===== src/rtl/piso_arbiter_ctrl_if.sv =====
// Bus bundle between two requesters and the parallel-in/serial-out arbiter.
interface piso_arbiter_ctrl_if #(
    parameter int unsigned WIDTH = 4
);
    logic             req0;
    logic [WIDTH-1:0] data0;
    logic             req1;
    logic [WIDTH-1:0] data1;
    logic             pause;
    logic             gnt0;
    logic             gnt1;
    logic             serial_out;
    logic             serial_valid;
    logic             frame_start;
    logic             owner;
    logic             busy;

    // Requester/environment side.
    modport master (
        output req0, data0, req1, data1, pause,
        input  gnt0, gnt1, serial_out, serial_valid, frame_start, owner, busy
    );

    // Arbiter side.
    modport slave (
        input  req0, data0, req1, data1, pause,
        output gnt0, gnt1, serial_out, serial_valid, frame_start, owner, busy
    );
endinterface


===== src/rtl/piso_arbiter_ctrl.sv =====
// Two-requester round-robin arbiter feeding a single parallel-in/serial-out
// shift register. Grants are combinational and issued only in accept slots
// (idle, or on the last bit of a frame) so frames can run back to back.
module piso_arbiter_ctrl #(
    parameter int unsigned WIDTH     = 4,
    parameter bit          MSB_FIRST = 1'b1
) (
    input  logic                clock,
    input  logic                reset_n,
    piso_arbiter_ctrl_if.slave  bus
);
    localparam int unsigned CW       = (WIDTH > 1) ? $clog2(WIDTH) : 1;
    localparam logic [CW-1:0] CNT_TOP = CW'(WIDTH - 1);

    typedef enum logic {
        IDLE  = 1'b0,
        SHIFT = 1'b1
    } state_t;

    state_t           state_q, state_d;
    logic [WIDTH-1:0] sr_q, sr_d;
    logic [CW-1:0]    cnt_q, cnt_d;
    logic             owner_q, owner_d;
    logic             last_q, last_d;
    // Low for the first cycle after reset so no grant can leak out there.
    logic             armed_q;

    logic             slot_c;
    logic             win1_c;
    logic             shifting_c;

    // Next-state, datapath update, grants and serial outputs.
    always_comb begin
        state_d          = state_q;
        sr_d             = sr_q;
        cnt_d            = cnt_q;
        owner_d          = owner_q;
        last_d           = last_q;
        bus.gnt0         = 1'b0;
        bus.gnt1         = 1'b0;
        bus.busy         = 1'b0;
        bus.serial_valid = 1'b0;
        bus.frame_start  = 1'b0;
        bus.serial_out   = 1'b0;

        slot_c = reset_n && armed_q && !bus.pause &&
                 ((state_q == IDLE) || (cnt_q == '0));

        // On a tie the requester that did not send last wins.
        if (bus.req0 && bus.req1) begin
            win1_c = ~last_q;
        end else begin
            win1_c = bus.req1;
        end

        shifting_c = (state_q == SHIFT) && !bus.pause;

        if (shifting_c) begin
            if (MSB_FIRST) begin
                sr_d = {sr_q[WIDTH-2:0], 1'b0};
            end else begin
                sr_d = {1'b0, sr_q[WIDTH-1:1]};
            end
            if (cnt_q != '0) begin
                cnt_d = cnt_q - CW'(1);
            end else begin
                state_d = IDLE;
            end
        end

        if (slot_c && (bus.req0 || bus.req1)) begin
            bus.gnt0 = ~win1_c;
            bus.gnt1 = win1_c;
            sr_d     = win1_c ? bus.data1 : bus.data0;
            owner_d  = win1_c;
            last_d   = win1_c;
            cnt_d    = CNT_TOP;
            state_d  = SHIFT;
        end

        if (reset_n && (state_q == SHIFT)) begin
            bus.busy         = 1'b1;
            bus.serial_out   = MSB_FIRST ? sr_q[WIDTH-1] : sr_q[0];
            bus.serial_valid = !bus.pause;
            bus.frame_start  = !bus.pause && (cnt_q == CNT_TOP);
        end
    end

    assign bus.owner = owner_q;

    // State and datapath registers with synchronous active-low reset.
    always_ff @(posedge clock) begin
        if (!reset_n) begin
            state_q <= IDLE;
            sr_q    <= '0;
            cnt_q   <= '0;
            owner_q <= 1'b0;
            last_q  <= 1'b1;
            armed_q <= 1'b0;
        end else begin
            state_q <= state_d;
            sr_q    <= sr_d;
            cnt_q   <= cnt_d;
            owner_q <= owner_d;
            last_q  <= last_d;
            armed_q <= 1'b1;
        end
    end
endmodule


===== src/flat_wrapper.sv =====
// flat-port wrapper written by rule: the top's interface ports become plain ports
module piso_arbiter_ctrl_flat 
#(
    parameter int unsigned WIDTH     = 4,
    parameter bit          MSB_FIRST = 1'b1
)
  (clock, reset_n, bus_req0, bus_data0, bus_req1, bus_data1, bus_pause, bus_gnt0, bus_gnt1, bus_serial_out, bus_serial_valid, bus_frame_start, bus_owner, bus_busy);
  piso_arbiter_ctrl_if #(.WIDTH(WIDTH)) bus_i ();
  input  logic clock;
  input  logic reset_n;
  input wire logic [$bits(bus_i.req0)-1:0] bus_req0;
  input wire logic [$bits(bus_i.data0)-1:0] bus_data0;
  input wire logic [$bits(bus_i.req1)-1:0] bus_req1;
  input wire logic [$bits(bus_i.data1)-1:0] bus_data1;
  input wire logic [$bits(bus_i.pause)-1:0] bus_pause;
  output wire logic [$bits(bus_i.gnt0)-1:0] bus_gnt0;
  output wire logic [$bits(bus_i.gnt1)-1:0] bus_gnt1;
  output wire logic [$bits(bus_i.serial_out)-1:0] bus_serial_out;
  output wire logic [$bits(bus_i.serial_valid)-1:0] bus_serial_valid;
  output wire logic [$bits(bus_i.frame_start)-1:0] bus_frame_start;
  output wire logic [$bits(bus_i.owner)-1:0] bus_owner;
  output wire logic [$bits(bus_i.busy)-1:0] bus_busy;
  assign bus_i.req0 = bus_req0;
  assign bus_i.data0 = bus_data0;
  assign bus_i.req1 = bus_req1;
  assign bus_i.data1 = bus_data1;
  assign bus_i.pause = bus_pause;
  assign bus_gnt0 = bus_i.gnt0;
  assign bus_gnt1 = bus_i.gnt1;
  assign bus_serial_out = bus_i.serial_out;
  assign bus_serial_valid = bus_i.serial_valid;
  assign bus_frame_start = bus_i.frame_start;
  assign bus_owner = bus_i.owner;
  assign bus_busy = bus_i.busy;
  piso_arbiter_ctrl #(.WIDTH(WIDTH), .MSB_FIRST(MSB_FIRST)) u_core (.clock(clock), .reset_n(reset_n), .bus(bus_i));
endmodule

===== config.mk =====
export PLATFORM = sky130hd
export DESIGN_NAME = piso_arbiter_ctrl_flat
export DESIGN_NICKNAME = d
export VERILOG_FILES = /design/src/rtl/piso_arbiter_ctrl_if.sv /design/src/rtl/piso_arbiter_ctrl.sv /design/src/flat_wrapper.sv
export SDC_FILE = /design/constraint.sdc
export NUM_CORES = 1
export LEC_CHECK = 0
export CAP_MARGIN = 20
export CORE_UTILIZATION = 35
export CTS_BUF_LIST = sky130_fd_sc_hd__clkbuf_4 sky130_fd_sc_hd__clkbuf_8
export DETAILED_ROUTE_END_ITERATION = 12
export PLACE_DENSITY = 0.76
export SYNTH_ARGS = -nofsm -noshare
export SYNTH_HDL_FRONTEND = slang
export SYNTH_SLANG_ARGS = --single-unit

===== constraint.sdc =====
create_clock -name clock -period 1.7 [get_ports clock]
set_input_delay 0.425 -clock clock [delete_from_list [all_inputs] [get_ports clock]]
set_output_delay 0.425 -clock clock [all_outputs]
set_load 0.01 [all_outputs]

# == After elaboration in Yosys (flattened, before gate mapping) ==
# Cells that the tools add are included.
# classes
n_addsub,1
eq_ne,2
mux,17
bitwise,3
reduce_logical,17
# op_table
op,count
$mux 4,3
$mux 1,11
$logic_and 1x1->1,8
$mux 2,3
$reduce_bool 2->1,3
$reduce_and 2->1,2
$not 1->1,3
$eq 2x2->1 const B,1
$logic_not 2->1,1
$logic_or 1x1->1,2
$ne 2x2->1 const B,1
$sub 2x1->2 const B,1
$logic_not 1->1,1
# totals
regBits,10
inputBits,13

# == Depth between registers and ports, before layout ==
# depth
depth_word,6
mapped_depth,7
ltp_nobuf,6

# == Worst setup path after synthesis ==
# OpenSTA, ideal clock, no wires.
# synth_path
kind,reg-to-output
from,register u_core.cnt_q[0]
to,output bus_gnt0
arrival_ps,1233
required_time_ps,1275
slack_ps,42
stages_incl_launch_ff,7
path_cell_list,dfxtp_1 > inv_1 > ha_1 > nor2b_1 > or3_4 > buf_6 > nor2_1
# synth_between
elab_chain_len,5
# synth_lines
element,line,text
start: declaration,piso_arbiter_ctrl.sv:22,"logic [CW-1:0] cnt_q, cnt_d;"
start signal: assignment,piso_arbiter_ctrl.sv:103,cnt_q <= cnt_d;
$logic_not 2->1,piso_arbiter_ctrl.sv:47,((state_q == IDLE) || (cnt_q == '0));
$logic_or 1x1->1,piso_arbiter_ctrl.sv:47,
$logic_and 1x1->1,piso_arbiter_ctrl.sv:46,slot_c = reset_n && armed_q && !bus.pause &&
$logic_and 1x1->1,piso_arbiter_ctrl.sv:71,if (slot_c && (bus.req0 || bus.req1)) begin
$mux 1,piso_arbiter_ctrl.sv:71,
end: declaration,flat_wrapper.sv:16,output wire logic [$bits(bus_i.gnt0)-1:0] bus_gnt0;
# Every way passes these cells.

# == Worst setup path after layout ==
# layout_path
from,register u_core.cnt_q[1]
to,output bus_gnt1
# layout_between
elab_chain_len,5
# layout_lines
element,line,text
$logic_not 2->1,piso_arbiter_ctrl.sv:47,
$logic_or 1x1->1,piso_arbiter_ctrl.sv:47,
$logic_and 1x1->1,piso_arbiter_ctrl.sv:46,
$logic_and 1x1->1,piso_arbiter_ctrl.sv:71,
$mux 1,piso_arbiter_ctrl.sv:71,
end: declaration,flat_wrapper.sv:17,output wire logic [$bits(bus_i.gnt1)-1:0] bus_gnt1;
# Every way passes these cells.

==> results.toml <==
[placement]
placed_area_um2 = 832
dpl.hpwl_um = 892
dp.cells = 102
gp_routability_congestion = 0.790
port_buffers = 19
dpl_worst_slack_ps = -864

[clocking]
clk_pin_slew_ps = 60
cts_buffer_depth = 2
cts-root-buf = "clkbuf_4"
ctsHoldBuffers = 0
insertion_delay_ps = 260
cts_tree = "yes"
cts_sinks = 10
h-tree-depth = 1
numCtsBuffers = 3

[setup_path]
path_max_fanout = 4
cp-end-kind = "output port"
cp-start-kind = "flip-flop"
worstSetupPathDepth = 7
reg2reg_to = "u_core.sr_q[2]"
cpMostUsedCell = "inv_2"
reg2reg_depth = 7
r2r-start = "u_core.cnt_q[1]"
cp_slowest_cell = "or3_4"
worstSetupEndpoint = "bus_gnt1"
path_delay_family = "simple AND/OR/NAND/NOR gates"
slowest_delay_ps = 350
required_ps = 1270
rrSetupSlack_ps = 120
path_cells = "inv_2 > ha_4 > nor2b_2 > or3_4 > nand2b_4 > inv_2 > buf_6"
crit_type = "flip-flop to output port"
critPathBufInv = 3
critPathLaunch = "u_core.cnt_q[1]"
crit_arrival_ps = 1480

[detailed_routing]
wl_mm = 1.28
vias = 536
drtIter0Drc = 3
ant_nets = 0
avgRoutedWirePerCell_um = 11.8
drt_drc_violations_left = 0
dr.pass1.iters = 2
avgViaCountPerCell = 4.92

[die]
rows = 13
core_area_mm2 = 0.00137
io_pins = 20
die_y_um = 41.3
die_area_mm2 = 0.00171
initial_utilization_pct = 39.6
die_w_um = 41.3

[layout]
diodes = 0
syn2layout_area_growth_pct = 63.9
regArea_um2 = 201
fin_cells = 109
final_area_um2 = 886
layout-drive-gt1-share_pct = 38.3
fillers = 118
nets = 111
multi_input_area_um2 = 322

[timing]
hold_ws_ps = 460
drv_slew = 0
max_freq_mhz = 525
worstMarginPinSlew_ps = 305
finalWorstPathRequiredPeriod_ps = 1900
layout_setup_ws_ps = -204
hold_violations = 0
setup_viol = 2
rsz0062_at_grt = "yes"
fin_crit_sh_pct = 112
fin_worst_skew_ps = 1.96
max_slew_margin_pct = 79.5

[grt]
antenna_found_initial = 0
grt.total_usage_pct = 17.9
grt-ovfl-total = 0
grt_max_degree = 13
grt_pass1_vias = 448
grt_pass1_wl_mm = 1.84

[synthesis]
synth.yosys.seq_area_share_pct = 37.0
yosys_warnings = 0
syn-cell-area_um2 = 541
syn_inst = 57
syn_area_per_cell_um2 = 9.48
ys_ff_latch = 10
ys_types = 26
synthesis.nets = 72

[run_status]
violations = "negative setup slack"
status = "complete, but fails checks"

[power_and_ir_drop]
finalPower_uw = 530
ir_worst_vdd_v = 0.000299
leakage_nw = 0.400
p_per_area_mw_per_mm2 = 598

[run]
drv_cap = 0

[min_path]
hp-class = "flip-flop to flip-flop"
per-layer routing:
layer,up-vias,global-route usage [%],wire [um]
met5,-,0,0
met4,0,14.5,30
met3,4,4.79,60
met2,16,30.5,606
met1,232,18.2,584
li1,284,-,-
through the flow:
stage / setup TNS [ps] / utilization (%)
floorplan: 0 / -
global placement: -5510 / 60.9
detailed placement: -5810 / 60.9
CTS: -352 / 64.5
global route: -477 / 64.8
finish: -346 / 64.8
where the power goes:
group	internal (mW)	total [mW]	leakage (nW)	switching [mW]
clock	0.0819	0.163	0.0138	0.0813
sequential	0.244	0.249	0.0820	0.00580
combinational	0.0701	0.117	0.305	0.0471
total	0.396	0.530	0.400	0.134
final cells by class:
class                      count  area share, %
multi-input combinational     40           36.3
timing repair buffer          36           34.2
sequential                    10           22.7
clock buffer                   3           2.54
inverter                       5           2.12
tap                           15           2.12
state kept, by name (all words and copies together), names as in the netlist:
name,count
u_core.bus.owner,1
u_core.cnt_q,2
u_core.sr_q,4
u_core.armed_q,1
u_core.last_q,1
u_core.state_q,1
cells in the final DEF (no fill, tap or decap):
cell type        instances
buf_4                   16
clkdlybuf4s50_1          9
dfxtp_1                  9
mux2i_1                  4
nand3_1                  4
dlygate4sd2_1            4
inv_2                    3
nand2_1                  3
nor2_1                   3
nand4_1                  3
o311ai_1                 3
a21boi_0                 3
clkbuf_4                 3
inv_1                    2
and2_1                   2
clkdlybuf4s15_1          2
buf_2                    2
buf_6                    2
and3_1                   1
o211ai_2                 1
nor2b_2                  1
or3_4                    1
a21boi_2                 1
nand2b_4                 1
a21o_1                   1
a21oi_1                  1
o21ai_0                  1
o2bb2ai_2                1
nor3_1                   1
xnor2_1                  1
mux2_2                   1
ha_4                     1
ha_1                     1
clkbuf_2                 1
dfxtp_2                  1
what timing repair did:
item                                    in CTS  in global routing
endpoints found under the hold margin        0                  0
pin swaps                                    2                  1
buffers inserted                             3                  1
cloned                                       0                  0
endpoints found under the setup margin       9                  5
gates resized for setup                     29                  3
worst register-to-register path, stage by stage (launching register included):
cell and delay [ps]:
dfxtp_2 330, inv_2 70, ha_4 140, nor2b_2 40, or3_4 350, buf_4 140, buf_4 150, o311ai_1 270
worst min path at each step:
stage | from | end | slack [ps] | cells after the start
4_1_cts | u_core.bus.owner | u_core.bus.owner | 460 | 2
2_1_floorplan | reset_n | u_core.armed_q | 450 | 0
6_report | u_core.bus.owner | u_core.bus.owner | 460 | 2
5_1_grt | u_core.bus.owner | u_core.bus.owner | 480 | 2
3_3_place_gp | u_core.bus.owner | u_core.bus.owner | 450 | 2
3_5_place_dp | u_core.bus.owner | u_core.bus.owner | 460 | 2
kinds of logic after synthesis:
group           after synthesis  share of synthesized area (%)
buf+inv                       7                           6.25
fa+ha+maj                     2                           4.63
mux                           5                           9.49
flops                        10                           37.0
simple gates                 20                           21.5
compound gates               12                           19.4
xor+xnor                      1                           1.62
Yosys cell counts (all sizes together):
library cell | count | area, um2
a21oi | 1 | 5.00
o21ai | 1 | 5.00
nand4 | 3 | 18.8
buf | 1 | 11.3
and3 | 1 | 6.26
clkbuf | 1 | 3.75
inv | 5 | 18.8
mux2 | 1 | 11.3
xnor2 | 1 | 8.76
ha | 2 | 25.0
dfxtp | 10 | 200
o211ai | 1 | 12.5
or3 | 1 | 11.3
nor2b | 1 | 6.26
nor2 | 3 | 11.3
nand2b | 1 | 13.8
nand3 | 4 | 20.0
a21o | 1 | 7.51
a21boi | 4 | 33.8
o311ai | 3 | 26.3
and2 | 2 | 12.5
o2bb2ai | 1 | 15.0
mux2i | 4 | 40.0
nand2 | 3 | 11.3
nor3 | 1 | 5.00
Power figures use the tool's default switching activity.
